File: src/rtl/cp0_regfile.sv
// Coprocessor-0 register file at the MEM stage: decides exception/interrupt
// entry, holds SR/Cause/EPC/PRId and services mfc0, mtc0 and eret.
module cp0_regfile #(
  parameter logic [31:0] PRID_VALUE = 32'h2017_1226,
  parameter logic [31:0] EPC_RESET  = 32'h0000_3000
) (
  input  logic        clk,
  input  logic        reset,
  input  logic [4:0]  a1,
  input  logic [4:0]  a2,
  input  logic [31:0] din,
  input  logic        we,
  input  logic [31:0] pc,
  input  logic [31:0] causein,
  input  logic [5:0]  hwint,
  input  logic        eret,
  output logic        intreq,
  output logic [31:0] epc,
  output logic [31:0] dout
);

  localparam logic [4:0] REG_SR    = 5'd12;
  localparam logic [4:0] REG_CAUSE = 5'd13;
  localparam logic [4:0] REG_EPC   = 5'd14;
  localparam logic [4:0] REG_PRID  = 5'd15;

  logic [5:0]  im_q, im_d;
  logic        exl_q, exl_d;
  logic        ie_q, ie_d;
  logic        bd_q, bd_d;
  logic [5:0]  ip_q, ip_d;
  logic [4:0]  exc_code_q, exc_code_d;
  logic [31:2] epc_q, epc_d;

  logic        irq;
  logic        exc;
  logic [31:2] epc_take;
  logic [31:0] sr_w;
  logic [31:0] cause_w;
  logic        unused_bits;

  assign unused_bits = ^{causein[30:7], causein[1:0], pc[1:0]};

  // Interrupts win over synchronous exceptions; EXL blocks any nesting.
  assign irq      = ie_q & ~exl_q & (|(hwint & im_q));
  assign exc      = ~exl_q & (causein[6:2] != 5'd0);
  assign intreq   = irq | exc;
  assign epc_take = causein[31] ? (pc[31:2] - 30'd1) : pc[31:2];

  always_comb begin
    im_d       = im_q;
    exl_d      = exl_q;
    ie_d       = ie_q;
    bd_d       = bd_q;
    ip_d       = hwint;
    exc_code_d = exc_code_q;
    epc_d      = epc_q;
    if (intreq) begin
      exl_d      = 1'b1;
      exc_code_d = irq ? 5'd0 : causein[6:2];
      bd_d       = causein[31];
      epc_d      = epc_take;
    end else if (eret) begin
      exl_d = 1'b0;
    end else if (we) begin
      case (a2)
        REG_SR: begin
          im_d  = din[15:10];
          exl_d = din[1];
          ie_d  = din[0];
        end
        REG_EPC: epc_d = din[31:2];
        default: ;
      endcase
    end
  end

  always_ff @(posedge clk or negedge reset) begin
    if (!reset) begin
      im_q       <= 6'b111111;
      exl_q      <= 1'b0;
      ie_q       <= 1'b1;
      bd_q       <= 1'b0;
      ip_q       <= 6'b0;
      exc_code_q <= 5'd0;
      epc_q      <= EPC_RESET[31:2];
    end else begin
      im_q       <= im_d;
      exl_q      <= exl_d;
      ie_q       <= ie_d;
      bd_q       <= bd_d;
      ip_q       <= ip_d;
      exc_code_q <= exc_code_d;
      epc_q      <= epc_d;
    end
  end

  assign sr_w    = {16'b0, im_q, 8'b0, exl_q, ie_q};
  assign cause_w = {bd_q, 15'b0, ip_q, 3'b0, exc_code_q, 2'b0};
  assign epc     = {epc_q, 2'b00};

  always_comb begin
    case (a1)
      REG_SR:    dout = sr_w;
      REG_CAUSE: dout = cause_w;
      REG_EPC:   dout = {epc_q, 2'b00};
      REG_PRID:  dout = PRID_VALUE;
      default:   dout = 32'd0;
    endcase
  end

endmodule

File: config.mk
export PLATFORM = sky130hd
export DESIGN_NAME = cp0_regfile
export DESIGN_NICKNAME = d
export VERILOG_FILES = /design/src/rtl/cp0_regfile.sv
export SDC_FILE = /design/constraint.sdc
export NUM_CORES = 1
export LEC_CHECK = 0
export ABC_AREA = 1
export ABC_CLOCK_PERIOD_IN_PS = 4150
export CAP_MARGIN = 0
export CORE_MARGIN = 4
export CORE_UTILIZATION = 44
export DETAILED_ROUTE_END_ITERATION = 8
export PLACE_DENSITY = 0.95
export SYNTH_ARGS = -nofsm -noshare
export SYNTH_HDL_FRONTEND = slang
export SYNTH_SLANG_ARGS = --single-unit
File: constraint.sdc
create_clock -name clk -period 4.15 [get_ports clk]
set_input_delay 0.6225 -clock clk [delete_from_list [all_inputs] [get_ports clk]]
set_output_delay 0.6225 -clock clk [all_outputs]
set_load 0.01 [all_outputs]
==> reports/metrics.cfg <==
[synth]
synth.distinct_cells=34
yosys.area.top_type=dfrtp_1
synth_edf_count=0
synth_cells=549
ys.flop_type=dfrtp_1
synth.most_common_cell=nand2_1
synthDominantCellAreaShare_pct=29.5
syn-cell-area_um2=3480
async_reset_ff_share_pct=100
synthTopCellsByArea=dfrtp_1 29%, nand2_1 23%, nor2_1 9.7%
synth_area_per_cell_um2=6.34
seq_area_frac_synth_pct=36.3
synth_common_cells=210 x nand2_1, 90 x nor2_1, 55 x inv_1
yosys_warnings=0
ys_seq_elements=50

[timing]
rsz0062_at_grt=no
fin_crit_ns=3.42
setup_tns_ns=0
fmax_mhz=293
hold_viol=0
finalMaxSlewViolations=0
fin_hold_ws_ns=0.285
tightest_slew_ns=0.612
finClkSkew_ns=0.0114
min_period_over_period_pct=82.4
setup_viol=0
max_slew_margin_pct=59.1

[global_routing]
grt_max_degree=44
grt-ovfl-total=0
grt_pass1_wl_mm=19.1
track_usage_pct=24.6
first_global_vias=3884
antenna_found_initial=0

[clocking]
path_clk_slew_ns=0.09
clockBufferDepth=2
cts_root_buffer=clkbuf_8
clock_sinks=50
cts_buffers=5
cts-htree-levels=2
clk_latency_ns=0.30
ctsResizeCount=0
cts_tree=built
hold_buffers=0
cts_setup_buffers=0

[floorplan]
row_count=32
coreArea_um2=7690
die_area_um2=9390
start_util_pct=45.2
fp.dieH_um=96.9
ioPinCount=181
die_w_um=96.9

[drt]
vias=4029
antenna_left=0
wl_per_cell_um=14.8
wl_mm=11.8
dr.max_layer_used=met4
drtPass1Iterations=5
wl_met1_mm=5.17
wl_met3_um=633
viasPerCell=5.06
drtIter0Drc=243
met2_length_mm=5.76
drc=0

[critical_path]
worstPathArrival_ns=2.80
critPathMaxStageDelay_ns=0.51
startpoint_type=primary input
worstPathRequired_ns=3.53
r2r_slack_ns=1.87
path_cells=clkdlybuf4s50_1 > nor2_1 > nand2_1 > buf_4 > clkinv_1 > nand2_1 > o21ai_0 > clkdlybuf4s50_1
crit_start=a1[0]
crit_type=primary input to primary output
critical_path.max_fanout=18
cp_slowest_cell=clkinv_1
timing.rr.start=im_q[4]
cp-end-kind=primary output

[placed_design]
port_buffers=150
gp_congestion=0.896
post-dp-hpwl_mm=9.55

[power]
p_leak_nw=2.37
pwr_density_cell_nw_per_um2=464
irDropWorstVdd_v=0.000294

[cells_and_area]
syn_to_final_growth_pct=48.4
nets=811
antennaDiodeCount=0
fill_cells=665
drive_gt1_share_pct=5.18
fin_util_pct=67.2

[min_path]
hold_class=primary input to async pin

[outcome]
status=complete, no violations

[run]
maxCapViolCount=0

-- cells in the final DEF (no fill, tap or decap), types with 4 or more instances in the layout --
cell | Yosys | routed
clkdlybuf4s50_1 | 0 | 149
dfrtp_1 | 41 | 41
buf_4 | 2 | 4
inv_1 | 55 | 55
nand2_1 | 210 | 210
xnor2_1 | 6 | 6
clkbuf_8 | 0 | 6
dfstp_2 | 9 | 9
xor2_1 | 7 | 7
o211ai_1 | 5 | 5
o21ai_0 | 33 | 33
nor2_1 | 90 | 89
o21ai_1 | 5 | 5
a21oi_1 | 4 | 4
nand3_1 | 31 | 31
nand4_1 | 10 | 10
-- critical path, delay by kind of cell --
kind / cells / cell delay [ns]
AO/OA/AOI/OAI: 1 / 0.12
AND/OR/NAND/NOR: 3 / 0.32
buffers and inverters: 4 / 1.72
-- flip-flops by register name, summed over array words and instances (netlist names) --
register / count
epc_q: 30
im_q: 6
ip_q: 6
exc_code_q: 5
bd_q: 1
exl_q: 1
ie_q: 1
-- power breakdown --
| part | internal [mW] | total [mW] | leakage, nW | switching (mW) |
|---|---|---|---|---|
| combinational | 0.546 | 1.18 | 1.73 | 0.631 |
| clock | 0.199 | 0.366 | 0.0618 | 0.168 |
| sequential | 0.703 | 0.853 | 0.575 | 0.150 |
-- per-layer routing --
metal / GRT usage (%) / vias to the layer above
met5: 0 / -
met4: 7.13 / 0
met3: 2.88 / 23
met2: 41.0 / 153
met1: 33.5 / 1854
li1: - / 1999
-- path summary, 6_finish.rpt --
check / end / cells past startpoint
worst min-delay path: epc_q[26] / 1
worst min register to register: im_q[3] / 2
min in group clk: im_q[3] / 2
max in group asynchronous: im_q[3] / 2
worst max register to register: epc_q[11] / 8
worst max-delay path: dout[3] / 8
-- logic make-up (layout without fill, tap and decap cells) --
logic type	count (synthesis)	in the layout	synth area share, %
simple gates	356	356	42.2
fa+ha+maj	1	1	0.360
buf+inv	74	219	8.96
compound gates	54	54	8.78
xor+xnor	13	13	3.27
other cells	1	2	0.108
flops	50	50	36.3
-- stage by stage --
stage	power (mW)	instances	instance area (um^2)	setup slack (ns)
final	2.40	797	5160	0.732
after global routing	2.56	797	5160	0.572
after CTS	2.41	797	5160	0.755
after detailed placement	2.04	789	5040	0.767
after global placement	1.99	789	5040	0.822
after floorplan	1.46	550	3480	2.04
-- cell type report --
type	instances	area (um^2)	area share (%)
Clock buffer	6	82.6	1.60
Clock inverter	2	38.8	0.751
Inverter	57	214	4.14
Multi-Input combinational cell	426	1910	37.0
Sequential cell	50	1260	24.5
Tap cell	102	128	2.47
Timing Repair Buffer	154	1530	29.6
Power figures use the tool's default switching activity.
